==> src/rtl/sub16_serial_pkg.sv <==
// Shared types and sizing constants for the bit-serial subtractor.
package sub16_serial_pkg;

  localparam int unsigned WIDTH_DEF = 16;
  localparam int unsigned CNT_W_DEF = $clog2(WIDTH_DEF);

  typedef enum logic [1:0] {
    ST_IDLE = 2'd0,
    ST_RUN  = 2'd1,
    ST_DONE = 2'd2
  } state_t;

endpackage

==> src/rtl/sub16_serial_full_adder_bit.sv <==
// One-bit combinational full adder used as the serial datapath slice.
module full_adder_bit (
  input  logic a,
  input  logic b,
  input  logic cin,
  output logic s,
  output logic cout
);

  always_comb begin
    s    = a ^ b ^ cin;
    cout = (a & b) | (a & cin) | (b & cin);
  end

endmodule

==> src/rtl/sub16_serial.sv <==
// Bit-serial subtractor: diff = A + ~B + 1, LSB first, one bit per clock,
// with a start/ready/done handshake and registered result flags.
module sub16_serial
  import sub16_serial_pkg::*;
#(
  parameter int unsigned WIDTH = WIDTH_DEF,
  parameter int unsigned CNT_W = $clog2(WIDTH)
) (
  input  logic             clk,
  input  logic             reset,
  input  logic             start,
  input  logic [WIDTH-1:0] A,
  input  logic [WIDTH-1:0] B,
  output logic             ready,
  output logic             done,
  output logic [WIDTH-1:0] diff,
  output logic             borrow,
  output logic             overflow,
  output logic             zero
);

  localparam logic [CNT_W-1:0] LAST = CNT_W'(WIDTH - 1);

  state_t             state;
  logic [WIDTH-1:0]   sha;
  logic [WIDTH-1:0]   shb;
  logic [WIDTH-2:0]   res;
  logic [CNT_W-1:0]   cnt;
  logic               carry;
  logic               sa;
  logic               sb;
  logic               fa_s;
  logic               fa_cout;
  logic [WIDTH-1:0]   nxt;

  full_adder_bit u_fa (
    .a    (sha[0]),
    .b    (shb[0]),
    .cin  (carry),
    .s    (fa_s),
    .cout (fa_cout)
  );

  // Result register keeps only the already-produced bits; the final bit joins
  // them directly on the way into diff.
  always_comb begin
    nxt = {fa_s, res};
  end

  always_ff @(posedge clk) begin
    if (reset) begin
      state    <= ST_IDLE;
      ready    <= 1'b1;
      done     <= 1'b0;
      diff     <= '0;
      borrow   <= 1'b0;
      overflow <= 1'b0;
      zero     <= 1'b0;
      sha      <= '0;
      shb      <= '0;
      res      <= '0;
      cnt      <= '0;
      carry    <= 1'b0;
      sa       <= 1'b0;
      sb       <= 1'b0;
    end else begin
      case (state)
        ST_IDLE: begin
          done <= 1'b0;
          if (start) begin
            sha   <= A;
            shb   <= ~B;
            carry <= 1'b1;
            cnt   <= '0;
            sa    <= A[WIDTH-1];
            sb    <= B[WIDTH-1];
            ready <= 1'b0;
            state <= ST_RUN;
          end
        end
        ST_RUN: begin
          sha   <= sha >> 1;
          shb   <= shb >> 1;
          carry <= fa_cout;
          res   <= nxt[WIDTH-1:1];
          cnt   <= cnt + CNT_W'(1);
          if (cnt == LAST) begin
            state    <= ST_DONE;
            done     <= 1'b1;
            diff     <= nxt;
            borrow   <= ~fa_cout;
            overflow <= (sa != sb) && (fa_s != sa);
            zero     <= (nxt == '0);
          end
        end
        ST_DONE: begin
          done  <= 1'b0;
          ready <= 1'b1;
          state <= ST_IDLE;
        end
        default: begin
          done  <= 1'b0;
          ready <= 1'b1;
          state <= ST_IDLE;
        end
      endcase
    end
  end

endmodule

==> config.mk <==
export PLATFORM = sky130hd
export DESIGN_NAME = sub16_serial
export DESIGN_NICKNAME = d
export VERILOG_FILES = /design/src/rtl/sub16_serial_pkg.sv /design/src/rtl/sub16_serial_full_adder_bit.sv /design/src/rtl/sub16_serial.sv
export SDC_FILE = /design/constraint.sdc
export NUM_CORES = 1
export LEC_CHECK = 0
export ABC_AREA = 1
export CORE_ASPECT_RATIO = 2
export CORE_UTILIZATION = 53
export CTS_CLUSTER_SIZE = 20
export DETAILED_ROUTE_END_ITERATION = 8
export PLACE_DENSITY_LB_ADDON = 0.05
export SETUP_SLACK_MARGIN = 0.3
export SYNTH_ARGS = -nofsm -noshare
export SYNTH_HDL_FRONTEND = slang
export SYNTH_SLANG_ARGS = --single-unit
==> constraint.sdc <==
create_clock -name clk -period 1.9 [get_ports clk]
set_input_delay 0.19 -clock clk [delete_from_list [all_inputs] [get_ports clk]]
set_output_delay 0.19 -clock clk [all_outputs]
set_load 0.02 [all_outputs]
# == Yosys cells after proc, flatten, opt, wreduce, memory -nomap -nowiden ==
# Cells that the tools add are included.
# totals
out_inout_bits,21
in_bits,35
register_bits,77
wordCells,54
# op_classes
bitwise,10
n_mux,13
addsub,1
eq_ne,6
reduce_logical,10
# ops
operator,count
$pmux W16 S2,2
$mux W16,2
$logic_not A16 Y1,1
$not A16 Y16,1
$reduce_and A2 Y1,5
$pmux W4 S2,1
$add A4 B1 Y4 const B,1
$eq A4 B4 Y1 const B,1
$mux W2,2
$mux W4,1
$ne A2 B2 Y1 const B,2
$pmux W1 S2,2
$pmux W2 S2,1
$and A1 B1 Y1,3
$eq A2 B1 Y1 const B,1
$logic_not A2 Y1,1
$mux W1,2
$ne A1 B1 Y1,2
$not A1 Y1,2
$or A1 B1 Y1,2
$reduce_bool A2 Y1,1
$reduce_or A2 Y1,1
$xor A1 B1 Y1,2
$logic_and A1 B1 Y1,1

# == Logic depth before layout (Yosys ltp) ==
# Gate-level depths: netlist of the first run.
# logic_depth
word_depth,4
ltp_mapped,8
depth_no_buf,8

# == Hierarchy ==
# From an unflattened synthesis of the first run, not the netlist that was laid out.
# hier_totals
cells_unflattened,474
area_unflattened_um2,3293.2
# modules_own_cells
mod,area_per_inst_um2,cells_per_inst,instances,seq_area_each_um2
sub16_serial,3273.1,473,1,1541.5
full_adder_bit,20.0,1,1,0.0

# == Worst setup path after synthesis of the first run ==
# Ideal clock, no wire load.
# synth_path
path_type,flip-flop to flip-flop
start,register carry
end,register zero
setup_ns,0.059
t_required_ns,1.841
slack_ns,0.546
period_less_slack_ns,1.354
path_stages_with_launch,9
t_arrival_ns,1.295
path_buffers,0
path_cell_list,dfxtp_1 -> inv_1 -> fa_1 -> inv_1 -> nor2_1 -> nand2_1 -> nor2_1 -> nand3_1 -> nand2_1
# synth_between
elab_chain_cells,2
# synth_lines
element,line_no,source
from (decl),sub16_serial.sv:29,logic carry;
from (signal assigned),sub16_serial.sv:84,carry <= fa_cout;
$xor A1 B1 Y1,sub16_serial_full_adder_bit.sv:11,s = a ^ b ^ cin;
$logic_not A16 Y1,sub16_serial.sv:93,zero <= (nxt == '0);
to (signal assigned),sub16_serial.sv:93,
to (decl),sub16_serial.sv:19,output logic zero
# No other way between the ends.
# A chain may end at the register's enable or synchronous reset.

# == Worst setup path in the final report of the first run ==
# layout_path
start,register state[0]
end,register borrow
# layout_between
elab_chain_cells,2
# layout_lines
element,line_no,source
from (decl),sub16_serial.sv:24,state_t state;
from (signal assigned),sub16_serial.sv:52,state <= ST_IDLE;
from (signal assigned),sub16_serial.sv:78,state <= ST_RUN;
from (signal assigned),sub16_serial.sv:88,state <= ST_DONE;
$eq A2 B1 Y1,sub16_serial.sv:67,case (state)
$reduce_and A2 Y1 (no source line),--,
to (signal assigned),sub16_serial.sv:91,borrow <= ~fa_cout;
to (decl),sub16_serial.sv:17,"output logic borrow,"
# No other way between the ends.

==> results of run 1 <==
[flip-flops by register name (all words and copies together), names as in the netlist, 2 cells and up]
register,flops
res,15
cnt,4
shb,16
diff,16
sha,16
state,2
[stage by stage]
| stage | utilization | total power [mW] |
|---|---|---|
| after detailed placement | 0.651 | 2.34 |
| after CTS | 0.698 | 3.97 |
| after global placement | 0.651 | 2.32 |
| after floorplan | - | 2.15 |
| final | 0.703 | 3.96 |
| after global routing | 0.703 | 4.13 |
[worst max path at each step]
stage,endpoint,slack (ps),start,cells after the start
2_1_floorplan,zero$_SDFFE_PP0P_,550,carry$_SDFFE_PP0P_,8
3_3_place_gp,shb[1]$_SDFFE_PP0P_,350,start,7
3_5_place_dp,shb[1]$_SDFFE_PP0P_,310,start,7
4_1_cts,diff[0]$_SDFFE_PP0P_,310,state[0]$_SDFFE_PP0P_,5
5_1_grt,borrow$_SDFFE_PP0P_,290,state[0]$_SDFFE_PP0P_,5
6_report,borrow$_SDFFE_PP0P_,410,state[0]$_SDFFE_PP0P_,5
[synthesized netlist by cell type, types with 2 or more instances]
cell type / instances / area [um^2]
sky130_fd_sc_hd__buf_4: 3 / 22.5
sky130_fd_sc_hd__nand3_1: 49 / 245
sky130_fd_sc_hd__o21ai_1: 2 / 10.0
sky130_fd_sc_hd__nand2_1: 119 / 447
sky130_fd_sc_hd__buf_6: 2 / 22.5
sky130_fd_sc_hd__nor2_1: 83 / 312
sky130_fd_sc_hd__dfxtp_1: 77 / 1540
sky130_fd_sc_hd__inv_1: 40 / 150
sky130_fd_sc_hd__a21oi_1: 23 / 115
sky130_fd_sc_hd__buf_2: 12 / 60.1
sky130_fd_sc_hd__nand2_2: 3 / 18.8
sky130_fd_sc_hd__nand3b_1: 11 / 82.6
sky130_fd_sc_hd__nand4_1: 4 / 25.0
sky130_fd_sc_hd__nor2_4: 2 / 22.5
sky130_fd_sc_hd__o21ai_0: 22 / 110
sky130_fd_sc_hd__inv_2: 4 / 15.0
sky130_fd_sc_hd__clkbuf_1: 8 / 30.0
[cell type report]
cell class                      instances  area [um^2]
Clock inverter                          6         55.1
Tap cell                               63         78.8
Timing Repair Buffer                   71          683
Sequential cell                        77         1540
Inverter                               44          168
Fill cell                             552         1780
Clock buffer                            9          225
Multi-Input combinational cell        326         1470
[cell families after synthesis]
kind of cell	share of synthesized area
AND/OR/NAND/NOR	0.356
buffers and inverters	0.0917
AO/OA/AOI/OAI	0.0778
flip-flops	0.465
adder cells (fa/ha/maj)	0.00981
[what timing repair did]
item / in CTS / in global routing
setup buffers: 0 / 2
resized for setup: 0 / 6
setup endpoints to repair: 0 / 28
[layer usage]
metal	track usage	vias up	wire length, um
met2	0.457	99	4180
met4	0.224	0	487
met5	0	-	0
li1	-	1599	-
met1	0.269	1417	3010
met3	0.0476	34	291
[worst max-delay path, stage by stage (launching register included)]
cell and delay (ps):
sky130_fd_sc_hd__dfxtp_1 480, sky130_fd_sc_hd__nand2_4 170, sky130_fd_sc_hd__inv_4 220, sky130_fd_sc_hd__nand2_2 230, sky130_fd_sc_hd__nand3_1 130, sky130_fd_sc_hd__o21ai_0 110
[power by group through the flow]
| stage | Combinational, mW | Sequential [mW] | Clock, mW |
|---|---|---|---|
| 5_1_grt | 0.606 | 1.80 | 1.73 |
| 4_1_cts | 0.526 | 1.78 | 1.66 |
| 3_3_place_gp | 0.510 | 1.81 | 0 |
| 3_5_place_dp | 0.523 | 1.82 | 0 |
| 6_report | 0.533 | 1.78 | 1.64 |
| 2_1_floorplan | 0.353 | 1.80 | 0 |
==> metrics.json, run 1 <==
{
  "ctsHtreeMaxLevel": {"value": 3},
  "cts-root-buf": {"value": "sky130_fd_sc_hd__clkbuf_16"},
  "cts_hold_repair.buffers": {"value": 0},
  "mostFrequentLayoutCells": {"value": "119 x sky130_fd_sc_hd__nand2_1, 83 x sky130_fd_sc_hd__nor2_1, 76 x sky130_fd_sc_hd__dfxtp_1, 55 x sky130_fd_sc_hd__clkdlybuf4s50_1, 49 x sky130_fd_sc_hd__nand3_1"},
  "hpwl": {"value": 5570, "unit": "um"},
  "synth_edf_count": {"value": 0},
  "port_bufs": {"value": 55},
  "result_of_the_run": {"value": "finished with violations"},
  "cp_data_required_time": {"value": 2110, "unit": "ps"},
  "groute.usage.overall": {"value": 0.267},
  "synthArstFlopShare": {"value": 0},
  "clock.fmax": {"value": 0.672, "unit": "GHz"},
  "final_period_minus_worst_setup_slack": {"value": 1490, "unit": "ps"},
  "totalNegativeSetupSlack": {"value": 0, "unit": "ps"},
  "worst_ir_drop_vdd": {"value": 0.758, "unit": "mV"},
  "worstSetupStartpointType": {"value": "flop"},
  "max_slew.worst_pin.slew": {"value": 331, "unit": "ps"},
  "relative_contribution_of_sequential_cells_to_total_power": {"value": 0.451},
  "post_synth.cell_area_avg": {"value": 7.01, "unit": "um^2"},
  "synthesis.instances": {"value": 473},
  "synth_top_flop_cell": {"value": "sky130_fd_sc_hd__dfxtp_1"},
  "synth.lib_cells_used.distinct": {"value": 26},
  "crit_path_kind": {"value": "flop to flop"},
  "post_route_clock_skew": {"value": 2.48, "unit": "ps"},
  "core_area": {"value": 6010, "unit": "um^2"},
  "row_count": {"value": 40},
  "timing.hold.worst_path_depth": {"value": 3},
  "power.combinational.fraction": {"value": 0.135},
  "placer_congestion_estimate": {"value": 0.841},
  "insertedDiodeCount": {"value": 0},
  "tritoncts": {"value": "yes"},
  "final_max_slew_viol_count": {"value": 0},
  "hold_class": {"value": "input port to flop"},
  "antenna_violating_nets_post_route": {"value": 0},
  "critical_path_peak_fanout": {"value": 19},
  "final_instance_area": {"value": 4220, "unit": "um^2"},
  "cts_buffers": {"value": 9},
  "ctsLongestPathBuffers": {"value": 2},
  "final_common_cell": {"value": "sky130_fd_sc_hd__nand2_1"},
  "fin_hold_ws": {"value": 405, "unit": "ps"},
  "num_io_pins": {"value": 56},
  "intPower": {"value": 2.94, "unit": "mW"},
  "overflow": {"value": 0},
  "routedWlPerCell": {"value": 13.4, "unit": "um"},
  "instances_no_fill": {"value": 596},
  "syn_nets": {"value": 510},
  "hold_viol_final": {"value": 0},
  "finalSetupViolations": {"value": 0},
  "placed_cells_incl_taps": {"value": 579},
  "timing.max_cap.violations": {"value": 0},
  "maxSlewHeadroom": {"value": 0.779},
  "detail_route.iter0.violations": {"value": 145},
  "die_x": {"value": 57.9, "unit": "um"},
  "violations": {"value": "DRC"},
  "floorplan.initialDensity": {"value": 0.552},
  "final.period_utilization": {"value": 0.783},
  "die_y": {"value": 114, "unit": "um"},
  "layout-drive-gt1-share": {"value": 0.0882},
  "worst-endpoint-arrival": {"value": 1700, "unit": "ps"},
  "vias": {"value": 3149},
  "dp_slack": {"value": 312, "unit": "ps"},
  "maximum_number_of_pins_on_one_net_before_global_route_repair": {"value": 32},
  "yosysSeqAreaShare": {"value": 0.465},
  "cellPowerDensity": {"value": 937, "unit": "nW/um^2"},
  "postRouteWirelength": {"value": 7970, "unit": "um"},
  "grt_pass1_vias": {"value": 2957},
  "switchingPower": {"value": 1.02, "unit": "mW"},
  "floorplan.die_area": {"value": 6590, "unit": "um^2"},
  "clk_pin_slew": {"value": 60, "unit": "ps"},
  "endpoint_of_the_worst_slack_reg_to_reg_timing_path": {"value": "borrow$_SDFFE_PP0P_"},
  "ff2ff_path_depth": {"value": 5},
  "total_leakage_power": {"value": 1.85, "unit": "nW"},
  "mappedNetlistArea": {"value": 3310, "unit": "um^2"},
  "antenna_found_initial": {"value": 0},
  "via_density_per_instance": {"value": 5.28},
  "insertion_delay": {"value": 340, "unit": "ps"},
  "holdCritStartpoint": {"value": "A[2]"},
  "power_switching_share": {"value": 0.259},
  "rsz0062_at_grt": {"value": "no"},
  "reg2reg_setup_slack": {"value": 410, "unit": "ps"},
  "cts_sinks": {"value": 77},
  "yosys_warnings": {"value": 0},
  "ys_ff_latch": {"value": 77},
  "finish.net_count": {"value": 566},
  "area_delta_synth_final": {"value": 27.4, "unit": "%"},
  "timing.critical_path.to_type": {"value": "flop"},
  "placed_cell_areas": {"value": 3910, "unit": "um^2"},
  "detail_route.first_pass.iterations": {"value": 9},
  "worst_r2r_startpoint": {"value": "state[0]$_SDFFE_PP0P_"},
  "capture_endpoint_of_the_worst_hold_path": {"value": "sha[2]$_SDFFE_PP0P_"},
  "p_clk_frac": {"value": 0.415},
  "final.setup.worst_slack": {"value": 412, "unit": "ps"},
  "post-route-drc-count": {"value": 2},
  "wire_length_of_the_first_global_routing_pass": {"value": 13200, "unit": "um"}
}
No activity file was read; power rests on OpenSTA's default activity.
==> run 2, diff against run 1 <==
--- a/config.mk
+++ b/config.mk
@@ -7,7 +7,7 @@
 export LEC_CHECK = 0
 export ABC_AREA = 1
 export CORE_ASPECT_RATIO = 2
-export CORE_UTILIZATION = 53
+export CORE_UTILIZATION = 47
 export CTS_CLUSTER_SIZE = 20
 export DETAILED_ROUTE_END_ITERATION = 8
 export PLACE_DENSITY_LB_ADDON = 0.05
==> constraint.sdc (replaced) <==
create_clock -name clk -period 1.35 [get_ports clk]
set_input_delay 0.135 -clock clk [delete_from_list [all_inputs] [get_ports clk]]
set_output_delay 0.135 -clock clk [all_outputs]
set_load 0.02 [all_outputs]
==> metrics.json, run 2 (synthesis results as in run 1) <==
{
  "result_of_the_run": {"value": "finished with violations"},
  "violations": {"value": "setup timing"},
  "floorplan.initialDensity": {"value": 0.481},
  "overflow": {"value": 0},
  "worst-endpoint-arrival": {"value": 1780, "unit": "ps"},
  "ctsHtreeMaxLevel": {"value": 3},
  "tritoncts": {"value": "yes"},
  "timing.max_cap.violations": {"value": 0},
  "hold_viol_final": {"value": 0},
  "crit_path_top_delay_cell": {"value": "sky130_fd_sc_hd__fa_2"},
  "area_delta_synth_final": {"value": 69.0, "unit": "%"},
  "fin_util": {"value": 0.814},
  "ctsLongestPathBuffers": {"value": 2},
  "final_period_minus_worst_setup_slack": {"value": 1490, "unit": "ps"},
  "placer_congestion_estimate": {"value": 0.837},
  "hold_class": {"value": "input port to flop"},
  "final_instance_area": {"value": 5600, "unit": "um^2"},
  "critical_path.cell_chain": {"value": "inv_2, fa_2, inv_2, nor2_1, nand2_1, nor2_1, nand3_1, nand2_1"},
  "row_count": {"value": 43},
  "core_area": {"value": 6890, "unit": "um^2"},
  "crit_path_kind": {"value": "flop to flop"},
  "mostFrequentLayoutCells": {"value": "88 x sky130_fd_sc_hd__nand2_1, 70 x sky130_fd_sc_hd__dfxtp_1, 67 x sky130_fd_sc_hd__nor2_1, 34 x sky130_fd_sc_hd__inv_1, 34 x sky130_fd_sc_hd__clkdlybuf4s50_1"},
  "num_io_pins": {"value": 56},
  "cellPowerDensity": {"value": 1200, "unit": "nW/um^2"},
  "critical_path_peak_fanout": {"value": 3},
  "final.period_utilization": {"value": 1.10},
  "post-route-drc-count": {"value": 0},
  "cts-root-buf": {"value": "sky130_fd_sc_hd__clkbuf_16"},
  "total_leakage_power": {"value": 2.59, "unit": "nW"},
  "hpwl": {"value": 6000, "unit": "um"},
  "finish.net_count": {"value": 618},
  "maximum_number_of_pins_on_one_net_before_global_route_repair": {"value": 27},
  "antenna_found_initial": {"value": 0},
  "sequential_area": {"value": 1550, "unit": "um^2"},
  "groute.usage.overall": {"value": 0.279},
  "final_max_slew_viol_count": {"value": 0},
  "fin_hold_ws": {"value": 346, "unit": "ps"},
  "clock.fmax": {"value": 0.672, "unit": "GHz"},
  "ff2ff_path_depth": {"value": 8},
  "insertedDiodeCount": {"value": 0},
  "via_density_per_instance": {"value": 5.42},
  "grt_pass1_vias": {"value": 3143},
  "total_area_of_multi_input_combinational_cells": {"value": 2100, "unit": "um^2"},
  "fill_cells": {"value": 453},
  "cts_buffers": {"value": 9},
  "routedWlPerCell": {"value": 18.3, "unit": "um"},
  "critical_path.max_stage_delay": {"value": 590, "unit": "ps"},
  "rsz0062_at_grt": {"value": "yes"},
  "placed_cells_incl_taps": {"value": 618},
  "insertion_delay": {"value": 340, "unit": "ps"},
  "layout-drive-gt1-share": {"value": 0.406},
  "worst_ir_drop_vdd": {"value": 0.775, "unit": "mV"},
  "antenna_violating_nets_post_route": {"value": 0},
  "totalNegativeSetupSlack": {"value": -640, "unit": "ps"},
  "reg2reg_setup_slack": {"value": -140, "unit": "ps"},
  "final.setup.worst_slack": {"value": -138, "unit": "ps"},
  "floorplan.die_area": {"value": 7410, "unit": "um^2"},
  "detail_route.first_pass.iterations": {"value": 4},
  "largest_registers_ranked_by_flip_flop_count": {"value": "diff (16), sha (16), shb (16)"},
  "wire_length_of_the_first_global_routing_pass": {"value": 14900, "unit": "um"},
  "timing.critical_path.to_type": {"value": "flop"},
  "timing.hold.worst_path_depth": {"value": 3},
  "port_bufs": {"value": 55},
  "maxSlewHeadroom": {"value": 0.766},
  "vias": {"value": 3666},
  "detail_route.iter0.violations": {"value": 334},
  "die_x": {"value": 61.4, "unit": "um"},
  "clk_pin_slew": {"value": 60, "unit": "ps"},
  "instances_no_fill": {"value": 676},
  "cp_data_required_time": {"value": 1640, "unit": "ps"},
  "max_slew.worst_pin.slew": {"value": 352, "unit": "ps"},
  "post_route_clock_skew": {"value": 7.41, "unit": "ps"},
  "finalSetupViolations": {"value": 16},
  "postRouteWirelength": {"value": 12400, "unit": "um"},
  "die_y": {"value": 121, "unit": "um"},
  "cts_hold_repair.buffers": {"value": 0},
  "final_common_cell": {"value": "sky130_fd_sc_hd__nand2_1"},
  "dp_slack": {"value": -66.1, "unit": "ps"},
  "placed_cell_areas": {"value": 4160, "unit": "um^2"},
  "cts_sinks": {"value": 77},
  "power": {"value": 6.75, "unit": "mW"},
  "worstSetupStartpointType": {"value": "flop"}
}
==> run 2: where the power goes <==
part / leakage, nW / switching [mW] / internal (mW)
Combinational: 1.79 / 0.781 / 0.754
Clock: 0.163 / 0.945 / 1.71
Sequential: 0.632 / 0.138 / 2.41
Total: 2.59 / 1.86 / 4.88
==> run 2: area by class of cell <==
type,instances,area share
multi-input combinational,327,0.374
clock buffer,12,0.0458
inverter,44,0.0348
clock inverter,4,0.0125
tap,90,0.0201
timing repair buffer,121,0.234
timing repair inverter,1,0.00156
sequential,77,0.277
==> run 2: path summary, 6_finish.rpt <==
kind	start	end
max	sha[0]$_SDFFE_PP0P_	zero$_SDFFE_PP0P_
min reg2reg	borrow$_SDFFE_PP0P_	borrow$_SDFFE_PP0P_
max reg2reg	sha[0]$_SDFFE_PP0P_	zero$_SDFFE_PP0P_
min	A[2]	sha[2]$_SDFFE_PP0P_
==> run 2: timing repair <==
item,in CTS,in global routing
gates resized for setup,143,156
setup buffers,12,21
pin swaps,9,48
endpoints found under the hold margin,0,0
setup endpoints to repair,95,76
gates cloned,3,6
==> run 2: per-layer routing <==
layer / vias up / track usage / share of wire
li1: 1713 / - / -
met1: 1733 / 0.269 / 0.32
met2: 151 / 0.514 / 0.55
met3: 69 / 0.0588 / 0.048
met4: 0 / 0.151 / 0.084
met5: - / 0 / 0
==> run 2: critical path, delay by kind of cell (launching register included) <==
kind / cells / cell delay, ps
fa+ha+maj: 1 / 590
simple gates: 5 / 440
flops: 1 / 320
buf+inv: 2 / 100
==> run 3, diff against run 2 <==
--- a/config.mk
+++ b/config.mk
@@ -8,9 +8,9 @@
 export ABC_AREA = 1
 export CORE_ASPECT_RATIO = 2
 export CORE_UTILIZATION = 47
-export CTS_CLUSTER_SIZE = 20
 export DETAILED_ROUTE_END_ITERATION = 8
 export PLACE_DENSITY_LB_ADDON = 0.05
+export RECOVER_POWER = 25
 export SETUP_SLACK_MARGIN = 0.3
 export SYNTH_ARGS = -nofsm -noshare
 export SYNTH_HDL_FRONTEND = slang
==> metrics.json, run 3 (synthesis results as in run 1) <==
{
  "total_leakage_power": {"value": 2.50, "unit": "nW"},
  "groute.layer.met2.usage": {"value": 0.514},
  "maxSlewHeadroom": {"value": 0.763},
  "insertion_delay": {"value": 340, "unit": "ps"},
  "tritoncts": {"value": "yes"},
  "worst-endpoint-arrival": {"value": 1780, "unit": "ps"},
  "clock.fmax": {"value": 0.672, "unit": "GHz"},
  "detail_route.iter0.violations": {"value": 308},
  "ff2ff_path_depth": {"value": 8},
  "placer_congestion_estimate": {"value": 0.837},
  "placed_cells_incl_taps": {"value": 618},
  "critical_path.max_stage_delay": {"value": 590, "unit": "ps"},
  "groute.usage.overall": {"value": 0.279},
  "reg2reg_setup_slack": {"value": -140, "unit": "ps"},
  "crit_path_kind": {"value": "flop to flop"},
  "wire_length_of_the_first_global_routing_pass": {"value": 14900, "unit": "um"},
  "power": {"value": 6.75, "unit": "mW"},
  "antenna_violating_nets_post_route": {"value": 0},
  "worst_r2r_startpoint": {"value": "sha[0]$_SDFFE_PP0P_"},
  "worstSetupStartpointType": {"value": "flop"},
  "p_clk_frac": {"value": 0.394},
  "intPower": {"value": 4.88, "unit": "mW"},
  "max_slew.worst_pin.slew": {"value": 356, "unit": "ps"},
  "critical_path_peak_fanout": {"value": 3},
  "timing.max_cap.violations": {"value": 0},
  "result_of_the_run": {"value": "finished with violations"},
  "switchingPower": {"value": 1.87, "unit": "mW"},
  "detail_route.first_pass.iterations": {"value": 4},
  "core_area": {"value": 6890, "unit": "um^2"},
  "insertedDiodeCount": {"value": 0},
  "post_route_clock_skew": {"value": 7.49, "unit": "ps"},
  "dp_slack": {"value": -66.1, "unit": "ps"},
  "endpoint_of_the_worst_slack_reg_to_reg_timing_path": {"value": "zero$_SDFFE_PP0P_"},
  "overflow": {"value": 0},
  "cts_sinks": {"value": 77},
  "fill_cells": {"value": 470},
  "layout-drive-gt1-share": {"value": 0.372},
  "row_count": {"value": 43},
  "final_common_cell": {"value": "sky130_fd_sc_hd__nand2_1"},
  "finalSetupViolations": {"value": 16},
  "relative_contribution_of_sequential_cells_to_total_power": {"value": 0.378},
  "worst_ir_drop_vdd": {"value": 0.775, "unit": "mV"},
  "die_y": {"value": 121, "unit": "um"},
  "critical_path.endpoint": {"value": "zero$_SDFFE_PP0P_"},
  "finish.net_count": {"value": 618},
  "hold_class": {"value": "input port to flop"},
  "cts-root-buf": {"value": "sky130_fd_sc_hd__clkbuf_16"},
  "floorplan.initialDensity": {"value": 0.481},
  "worst-path-stages": {"value": 8},
  "grt_use_met1": {"value": 0.269},
  "instances_no_fill": {"value": 676},
  "cp_data_required_time": {"value": 1640, "unit": "ps"},
  "port_bufs": {"value": 55},
  "routedWlPerCell": {"value": 18.4, "unit": "um"},
  "busiest_layer": {"value": "met2"},
  "vias": {"value": 3660},
  "postRouteWirelength": {"value": 12400, "unit": "um"},
  "mostFrequentLayoutCells": {"value": "88 x sky130_fd_sc_hd__nand2_1, 70 x sky130_fd_sc_hd__dfxtp_1, 67 x sky130_fd_sc_hd__nor2_1, 34 x sky130_fd_sc_hd__inv_1, 34 x sky130_fd_sc_hd__clkdlybuf4s50_1"},
  "grt_pass1_vias": {"value": 3143},
  "cts_buffers": {"value": 9},
  "post-route-drc-count": {"value": 0},
  "die_x": {"value": 61.4, "unit": "um"},
  "cpLargestDelayFamily": {"value": "adder cells"},
  "violations": {"value": "setup timing"},
  "final_max_slew_viol_count": {"value": 0},
  "via_density_per_instance": {"value": 5.41},
  "clk_pin_slew": {"value": 60, "unit": "ps"},
  "cp_num_buf_inv": {"value": 2},
  "area_delta_synth_final": {"value": 68.3, "unit": "%"},
  "crit_path_top_delay_cell": {"value": "sky130_fd_sc_hd__fa_2"},
  "fin_hold_ws": {"value": 346, "unit": "ps"},
  "power_switching_share": {"value": 0.277},
  "ctsHtreeMaxLevel": {"value": 3},
  "timing.critical_path.to_type": {"value": "flop"},
  "setup.worst_path.start": {"value": "sha[0]$_SDFFE_PP0P_"},
  "holdCritStartpoint": {"value": "A[2]"},
  "cellPowerDensity": {"value": 1210, "unit": "nW/um^2"},
  "power.combinational.fraction": {"value": 0.227},
  "final.setup.worst_slack": {"value": -139, "unit": "ps"},
  "grt_util_met3": {"value": 0.0588},
  "final.period_utilization": {"value": 1.10},
  "ctsLongestPathBuffers": {"value": 2},
  "antenna_found_initial": {"value": 0},
  "hpwl": {"value": 6000, "unit": "um"},
  "hold_viol_final": {"value": 0},
  "rsz0062_at_grt": {"value": "yes"},
  "floorplan.die_area": {"value": 7410, "unit": "um^2"},
  "largest_registers_ranked_by_flip_flop_count": {"value": "diff (16), sha (16), shb (16)"},
  "critical_path.cell_chain": {"value": "inv_2, fa_2, inv_2, nor2_1, nand2_1, nor2_1, nand3_1, nand2_1"},
  "final_period_minus_worst_setup_slack": {"value": 1490, "unit": "ps"},
  "maximum_number_of_pins_on_one_net_before_global_route_repair": {"value": 27},
  "num_io_pins": {"value": 56}
}
==> run 3: cell count changes in the layout (fill, tap and decap cells not counted), sizes merged <==
cell	before	now
buf	83	63
clkbuf	16	36
==> run 3: power by group through the flow <==
| stage | Clock, mW | Sequential (mW) | Combinational [mW] |
|---|---|---|---|
| 2_1_floorplan | 0 | 2.54 | 0.509 |
| 4_1_cts | 2.66 | 2.51 | 1.08 |
| 5_1_grt | 2.78 | 2.56 | 1.62 |
| 6_report | 2.66 | 2.55 | 1.54 |
| 3_3_place_gp | 0 | 2.55 | 0.817 |
| 3_5_place_dp | 0 | 2.56 | 0.826 |
==> run 3: worst min-delay path by stage <==
| stage | end | cells after the start |
|---|---|---|
| after global placement | shb[10]$_SDFFE_PP0P_ | 2 |
| after detailed placement | shb[10]$_SDFFE_PP0P_ | 2 |
| after floorplan | sha[2]$_SDFFE_PP0P_ | 2 |
| after global routing | sha[2]$_SDFFE_PP0P_ | 3 |
| after CTS | sha[2]$_SDFFE_PP0P_ | 3 |
| final | sha[2]$_SDFFE_PP0P_ | 3 |
==> run 3: metrics by stage <==
stage | cell area, um^2 | setup TNS [ps] | util
after CTS | 4760 | -52.7 | 0.691
after global routing | 5580 | -1560 | 0.810
after detailed placement | 4160 | -823 | 0.603
after floorplan | 3390 | 0 | -
final | 5580 | -630 | 0.810
after global placement | 4160 | -454 | 0.603
==> run 3: worst register-to-register path, stage by stage (launching register included) <==
cell                      delay [ps]
sky130_fd_sc_hd__dfxtp_2         320
sky130_fd_sc_hd__inv_2            50
sky130_fd_sc_hd__fa_2            590
sky130_fd_sc_hd__inv_2            50
sky130_fd_sc_hd__nor2_1          110
sky130_fd_sc_hd__nand2_1          80
sky130_fd_sc_hd__nor2_1          110
sky130_fd_sc_hd__nand3_1          80
sky130_fd_sc_hd__nand2_1          60
==> run 3: cell type report <==
class,count,area [um^2],share of cell area
multi-input cells,327,2100,0.376
clock inverters,4,70.1,0.0126
flip-flops and latches,77,1550,0.278
clock buffers,12,256,0.0460
repair buffers,121,1280,0.230
repair inverters,1,8.76,0.00157
inverters,44,195,0.0350
well taps,90,113,0.0202
==> run 3: routing by layer <==
layer	wire length (um)	vias to the layer above	part of all wire
li1	-	1711	-
met1	4060	1730	0.33
met2	6810	152	0.55
met3	594	67	0.048
met4	984	0	0.079
met5	0	-	0
==> run 3: timing repair <==
| item | 4_1_cts | 5_1_grt |
|---|---|---|
| gates cloned | 3 | 6 |
| pin swaps | 9 | 48 |
| resized for setup | 143 | 156 |
| endpoints found under the setup margin | 95 | 76 |
| hold buffers | 0 | 0 |
| setup buffers | 12 | 21 |
